<file path="src/rtl/key_matrix_ctrl.sv">
// Keyboard matrix controller: event-driven key matrix with joystick overlay, CPU column
// readback, frame-sampled any-key interrupt and a press/release event FIFO.
module key_matrix_ctrl #(
   parameter int unsigned NUM_COLS  = 11,
   parameter int unsigned ROW_W     = 8,
   parameter int unsigned SCAN_COLS = 9,
   parameter logic [3:0]  ALL_COL   = 4'hF,
   parameter int unsigned FIFO_AW   = 3
) (
   input  logic                      clk,
   input  logic                      reset_n,
   input  logic                      ev_valid,
   input  logic                      ev_pressed,
   input  logic [3:0]                ev_col,
   input  logic [2:0]                ev_row,
   input  logic [NUM_COLS*ROW_W-1:0] overlay,
   input  logic                      col_wr,
   input  logic [3:0]                col_wdata,
   output logic [3:0]                col_sel,
   output logic [ROW_W-1:0]          rd_data,
   input  logic                      frame_tick,
   input  logic                      irq_mode,
   output logic                      int_n,
   input  logic                      fifo_rd,
   output logic [7:0]                fifo_dout,
   output logic                      fifo_empty,
   output logic                      fifo_ovf,
   input  logic                      fifo_clr
);

   localparam int unsigned Depth = 1 << FIFO_AW;
   typedef logic [FIFO_AW:0] ptr_t;

   logic [NUM_COLS-1:0][ROW_W-1:0] matrix_q, matrix_d, effective;
   logic [3:0] col_sel_q, col_sel_d;
   logic       any_key, tick_scan, irq_set;
   logic       any_key_prev_q, any_key_prev_d;
   logic       irq_q, irq_d;
   logic       ev_hit, ev_push;
   logic       fifo_full, fifo_pop, fifo_push;
   ptr_t       wr_ptr_q, wr_ptr_d, rd_ptr_q, rd_ptr_d;
   logic       ovf_q, ovf_d;
   logic [7:0] mem_q [Depth];

   // Only events that actually flip a matrix bit are logged.
   assign ev_hit  = ev_valid && (32'(ev_col) < NUM_COLS) && (32'(ev_row) < ROW_W);
   assign ev_push = ev_hit && (matrix_q[ev_col][ev_row] != ev_pressed);

   assign effective = matrix_q | overlay;
   assign any_key   = |effective[SCAN_COLS-1:0];
   assign rd_data   = (32'(col_sel_q) < NUM_COLS) ? effective[col_sel_q] : '0;
   assign col_sel   = col_sel_q;

   always_comb begin
      matrix_d = matrix_q;
      if (ev_hit) begin
         matrix_d[ev_col][ev_row] = ev_pressed;
      end
   end

   assign col_sel_d = col_wr ? col_wdata : col_sel_q;

   // Any-key edge is only sampled while the CPU has selected all columns.
   always_comb begin
      tick_scan      = frame_tick && (col_sel_q == ALL_COL);
      irq_set        = tick_scan && any_key && !any_key_prev_q;
      any_key_prev_d = tick_scan ? any_key : any_key_prev_q;
      if (irq_set) begin
         irq_d = 1'b1;
      end else if (col_wr) begin
         irq_d = 1'b0;
      end else begin
         irq_d = irq_q;
      end
   end

   assign fifo_empty = (wr_ptr_q == rd_ptr_q);
   assign fifo_full  = ((wr_ptr_q ^ rd_ptr_q) == {1'b1, {FIFO_AW{1'b0}}});
   assign fifo_pop   = fifo_rd && !fifo_empty;
   assign fifo_push  = ev_push && (!fifo_full || fifo_pop);

   always_comb begin
      wr_ptr_d = wr_ptr_q;
      rd_ptr_d = rd_ptr_q;
      ovf_d    = ovf_q;
      if (fifo_clr) begin
         wr_ptr_d = '0;
         rd_ptr_d = '0;
         ovf_d    = 1'b0;
      end else begin
         if (fifo_pop) rd_ptr_d = rd_ptr_q + ptr_t'(1);
         if (fifo_push) wr_ptr_d = wr_ptr_q + ptr_t'(1);
         if (ev_push && !fifo_push) ovf_d = 1'b1;
      end
   end

   always_ff @(posedge clk or negedge reset_n) begin
      if (!reset_n) begin
         matrix_q       <= '0;
         col_sel_q      <= '0;
         any_key_prev_q <= 1'b0;
         irq_q          <= 1'b0;
         wr_ptr_q       <= '0;
         rd_ptr_q       <= '0;
         ovf_q          <= 1'b0;
      end else begin
         matrix_q       <= matrix_d;
         col_sel_q      <= col_sel_d;
         any_key_prev_q <= any_key_prev_d;
         irq_q          <= irq_d;
         wr_ptr_q       <= wr_ptr_d;
         rd_ptr_q       <= rd_ptr_d;
         ovf_q          <= ovf_d;
      end
   end

   // Storage needs no reset: the pointers define which entries are live.
   always_ff @(posedge clk) begin
      if (fifo_push && !fifo_clr) begin
         mem_q[wr_ptr_q[FIFO_AW-1:0]] <= {ev_pressed, ev_col, ev_row};
      end
   end

   assign fifo_dout = fifo_empty ? 8'h00 : mem_q[rd_ptr_q[FIFO_AW-1:0]];
   assign fifo_ovf  = ovf_q;
   assign int_n     = irq_mode ? fifo_empty : !irq_q;

endmodule
</file>
<file path="config.mk">
export PLATFORM = sky130hd
export DESIGN_NAME = key_matrix_ctrl
export DESIGN_NICKNAME = d
export VERILOG_FILES = /design/src/rtl/key_matrix_ctrl.sv
export SDC_FILE = /design/constraint.sdc
export NUM_CORES = 1
export LEC_CHECK = 0
export CAP_MARGIN = 10
export CORE_MARGIN = 2
export CORE_UTILIZATION = 55
export CTS_CLUSTER_SIZE = 12
export DETAILED_ROUTE_END_ITERATION = 7
export PLACE_DENSITY = 0.86
export SETUP_SLACK_MARGIN = 0.15
export SYNTH_ARGS = -nofsm -noshare
export SYNTH_HDL_FRONTEND = slang
export SYNTH_SLANG_ARGS = --single-unit
</file>
<file path="constraint.sdc">
create_clock -name clk -period 3.6 [get_ports clk]
set_input_delay 0.36 -clock clk [delete_from_list [all_inputs] [get_ports clk]]
set_output_delay 0.36 -clock clk [all_outputs]
set_load 0.02 [all_outputs]
</file>
Word-level counts from Yosys, hierarchy flattened --
Memories as Yosys holds them, arrays and structs flattened. Index checks and enable logic that the tools add are counted.
Word-level totals: bits in registers 103, memory bits (writable) 64, input bits 108, output and inout bits 23, logic and storage cells 80, memories 1
Operators by class: $add $sub $neg 2, order comparisons 7, equal/unequal tests 4, mux-type cells 24, bitwise gates (word level) 2, reductions and logical operators 23
Memories:
- mem_q | words 8, width 8, read ports 1, clocked after Yosys merged registers in 0, write ports 1, line 43 | logic [7:0] mem_q [Depth];
Operators by type and width (number):
- bitwise mux 88 bit | 1
- OR 88 bit | 1
- OR reduction 72 bit | 1
- binary-select mux 8 bit (select 4 bit) | 2
- two-way mux 8 bit | 5
- demux 8 bit (select 4 bit) | 1
- two-way mux 4 bit | 4
- logical AND 1 bit | 11
- less-than comparator 4 x 5 -> 1 bit (second input constant) | 2
- two-way mux 1 bit | 9
- adder 4 x 1 -> 4 bit (second input constant) | 2
- == test 4 bit (second input constant) | 2
- less-than comparator 4 bit (second input constant) | 2
- nonzero test 2 bit | 4
- logical NOT 1 bit | 6
- == test 4 bit | 1
- >= comparator 4 x 1 -> 1 bit (second input constant) | 1
- less-than comparator 3 x 4 -> 1 bit (second input constant) | 1
- XOR 4 bit | 1
- binary-select mux 1 bit (select 3 bit) | 1
- demux 1 bit (select 3 bit) | 1
- >= comparator 3 x 1 -> 1 bit (second input constant) | 1
- logical OR 1 bit | 1
- inequality test 1 bit | 1

Logic depth before layout (Yosys ltp) --
depth in word-level cells 11, gate-level depth with buffers 12, mapped depth without buffers 8

Least setup slack after synthesis --
Ideal clock, no wire load.
kind input-to-reg, start point input port ev_col[0], end point memory mem_q[0][0], enable pin, library setup time 383 ps, arrival 2711 ps, path slack 505 ps, stages 9, cell sequence buf_4 -> buf_2 -> mux4_2 -> o211ai_1 -> a21oi_1 -> o21a_1 -> nor4_4 -> nor2_4 -> nor3_1
Between the ends: word-level cells in the longest chain between the ends 10, elaborated cells between the ends (all ways) 12, classes of those cells order compare (1); eq/ne (1); mux (6); reduce/logical (4)
Ends and longest elaborated chain:
- start, declared | line 14 | input logic [3:0] ev_col,
- binary-select mux 8 bit (select 4 bit) | line 47 | assign ev_push = ev_hit && (matrix_q[ev_col][ev_row] != ev_pressed);
- two-way mux 8 bit (not written as such) | line 47
- binary-select mux 1 bit (select 3 bit) | line 47
- two-way mux 1 bit (not written as such) | line 47
- inequality test 1 bit | line 47
- logical AND 1 bit (*) | line 47
- logical AND 1 bit (*) | line 80 | assign fifo_push = ev_push && (!fifo_full || fifo_pop);
- logical AND 1 bit (*) | line 119 | if (fifo_push && !fifo_clr) begin
- two-way mux 1 bit (*) | line 119
- two-way mux 1 bit (not written as such) (*) | line 120 | mem_q[wr_ptr_q[FIFO_AW-1:0]] <= {ev_pressed, ev_col, ev_row};
- end, declared | line 43
Every way passes the cells marked *; elsewhere a longest branch is shown, timed or not. The select of a mux whose other input is x is not followed.

Worst setup path in the final report --
start point register col_sel_q[1] (netlist: col_sel[1]), end point output port rd_data[7]
Between the ends: word-level cells in the longest chain between the ends 3, elaborated cells between the ends (all ways) 4, classes of those cells order compare (1); mux (3)
Ends and longest elaborated chain:
- start, declared | line 35 | logic [3:0] col_sel_q, col_sel_d;
- start signal, assigned | line 108 | col_sel_q <= col_sel_d;
- binary-select mux 8 bit (select 4 bit) | line 51 | assign rd_data = (32'(col_sel_q) < NUM_COLS) ? effective[col_sel_q] : '0;
- two-way mux 8 bit (not written as such) | line 51
- two-way mux 8 bit (*) | line 51
- end, declared | line 20 | output logic [ROW_W-1:0] rd_data,
Marks and branches as above.

==> run_results.csv <==
group,metric,value,unit
logic_synthesis,syn_area,9050,um2
timing,drv_slew,0,
placement,placed_cells,1210,
logic_synthesis,synth_fp_nets,993,
logic_synthesis,synth_edf_count,64,
logic_synthesis,syn_inst,883,
drt,first_iter_violations,1035,
drt,vias,8177,
cells_and_area,nets,1124,
cells_and_area,antenna_cells,0,
floorplan,initial_utilization,56.6,%
power,power.share.clock,36.5,%
drt,drc,0,
timing,finalSetupViolCount,0,
timing,rsz0062_at_grt,"no",
power,power_density,434,nW/um2
power,sequentialPowerShare,44.3,%
timing,fin_worst_skew,10.1,ps
min_path,holdCritPathClass,"in2async",
placement,numPortBuffers,130,
drt,vias_per_cell,6.59,
setup_path,crit_fanout,13,
cells_and_area,layout_common_cells,"clkdlybuf4s50_1 (127), nand2_1 (106), o21ai_0 (102), dfrtp_1 (102), nor2_1 (98)",
placement,gp_congestion,0.993,
clock_tree,cts_hold_buf,1,
power,p_sw,1.33,mW
cells_and_area,fin_area,11300,um2
timing,fin_crit,3420,ps
cells_and_area,multi_input_area,4260,um2
setup_path,critical-path-max-stage-delay,890,ps
clock_tree,cts_htree_levels,4,
setup_path,path_delay_family,"flip-flops",
placement,dp_hpwl,20.8,mm
cells_and_area,syn_to_final_growth,24.6,%
power,total_power,4.90,mW
clock_tree,clk_latency,430,ps
clock_tree,cts_setup_buffers,0,
placement,place_ws,291,ps
flow_run,maxCapViolations,0,
global_routing,grt_pass1_vias,7999,
power,vdd_drop_max,0.000349,V
floorplan,dieArea,17500,um2
drt,wl_per_cell,23.2,um
logic_synthesis,ys.flop_type,"dfrtp_1",
global_routing,globalRouteTotalUtil,33.3,%
cells_and_area,n_fill_cell,1172,
power,p_sw_share,27.1,%
setup_path,critPathBufInv,1,
timing,setup_ws,182,ps
drt,drt-pass1-iter-count,6,
global_routing,grt_max_degree,84,
timing,max-slew-margin-rel,11.1,%
setup_path,path_class,"reg2out",
setup_path,crit_path_end_kind,"output port",
clock_tree,ctsResizeCount,0,
clock_tree,path_clk_slew,60,ps
logic_synthesis,synth_seq_cells,167,
setup_path,arrival,3060,ps
cells_and_area,post-route-util,70.5,%
timing,tightest_slew,1320,ps
setup_path,cp.required,3240,ps
timing,max_freq,0.293,GHz
logic_synthesis,seq_area_frac_synth,49.7,%
timing,setup_tns,0,ps
power,combinationalPowerShare,19.1,%
setup_path,cp_cell_sequence,"mux4_2 -> a211o_1 -> o21ai_0 -> clkdlybuf4s50_1",
logic_synthesis,yosys_warnings,0,
cells_and_area,layout-drive-gt1-share,12.5,%
global_routing,gr-total-overflow,0,
cells_and_area,ff_latch_area,4500,um2
logic_synthesis,async_flop_share,61.7,%
floorplan,die_x,132,um
logic_synthesis,syn_area_per_cell,10.3,um2
drt,ant_nets,0,
cells_and_area,final_common_cell,"clkdlybuf4s50_1",
power,p_int,3.57,mW
drt,wl,28.8,mm
clock_tree,numCtsBuffers,17,
clock_tree,clock_path_buffers,2,
floorplan,core,16000,um2
floorplan,io_pins,131,
setup_path,slowest_stage,"dfrtp_1",
clock_tree,cts_root_buf,"clkbuf_16",
setup_path,cp-start-kind,"flop",
floorplan,core.rowCount,46,
power,power_leakage,4.15,nW
floorplan,die_h,132,um
cells_and_area,layout.cells.non_filler,1241,
global_routing,antenna_found_initial,0,
clock_tree,cts_tree,"yes",
placement,placed_cell_area,10700,um2
global_routing,grt_pass1_wl,44.2,mm
timing,hold_viol_final,0,
logic_synthesis,ys_types,58,
timing,fin_hold_ws,476,ps
clock_tree,clock_sinks,167,
timing,fin_crit_sh,95.0,%
status,status,"finished, final reports clean",
==> kinds of logic after synthesis <==
family | count (synthesis) | share of synthesized area (%)
simple gates | 337 | 17.6
compound gates | 232 | 16.3
flops | 167 | 49.7
mux | 69 | 12.2
buf+inv | 68 | 3.23
xor+xnor | 8 | 0.774
fa+ha+maj | 2 | 0.276
==> sequential cells by signal, indices dropped and copies added (netlist names) <==
register,cells
wr_ptr_q,4
any_key_prev_q,1
irq_q,1
fifo_ovf,1
mem_q,64
matrix_q,88
rd_ptr_q,4
col_sel,4
==> metal layers <==
layer	vias to the layer above	part of all wire, %	wire length, um	GRT usage [%]
met4	0	4.6	1320	16.0
met5	-	0	0	0
li1	3619	-	-	-
met2	545	47	13600	53.7
met1	3918	38	11000	43.0
met3	95	10	2880	7.34
==> final timing paths <==
kind | startpoint | end | slack (ps) | cells after the start
min in group clk | ev_col[1] | mem_q[2][4] | 500 | 1
hold reg to reg | fifo_ovf | fifo_ovf | 520 | 2
hold / removal | reset_n | matrix_q[4] | 480 | 2
setup reg to reg | matrix_q[59] | mem_q[6][4] | 760 | 9
max in group asynchronous | reset_n | matrix_q[49] | 2390 | 3
setup / recovery | col_sel[1] | rd_data[7] | 180 | 4
==> synth_stat cells (4+ instances only) <==
library cell	number	area, um2
nand2_1	106	398
dfrtp_1	103	2580
o21ai_0	102	510
nor2_1	98	368
edfxtp_1	64	1920
clkbuf_1	43	161
nor3_1	42	210
o31ai_1	42	315
mux4_2	28	631
nor4_1	26	163
a211oi_1	23	173
a21oi_1	21	105
mux2_2	19	214
mux2i_1	19	190
nand4_1	15	93.8
nor2b_1	11	68.8
buf_2	9	45.0
nand2b_1	9	56.3
nand3_1	8	40.0
inv_1	7	26.3
a22oi_1	6	45.0
xnor2_1	6	52.6
buf_1	5	18.8
nand3b_1	4	30.0
==> cell type report <==
cell class / count / share of cell area (%)
clock buffers: 23 / 4.24
clock inverters: 7 / 0.832
inverters: 7 / 0.233
multi-input cells: 648 / 37.8
flip-flops and latches: 167 / 39.9
well taps: 216 / 2.40
repair buffers: 173 / 14.6
==> power groups by stage <==
| stage | Sequential, mW | Clock (mW) | Combinational [mW] |
|---|---|---|---|
| after floorplan | 2.15 | 0 | 0.521 |
| after detailed placement | 2.20 | 0 | 0.922 |
| after global routing | 2.17 | 1.87 | 1.00 |
| after global placement | 2.19 | 0 | 0.901 |
| final | 2.17 | 1.79 | 0.937 |
| after CTS | 2.16 | 1.79 | 0.931 |
Power figures use the tool's default switching activity.
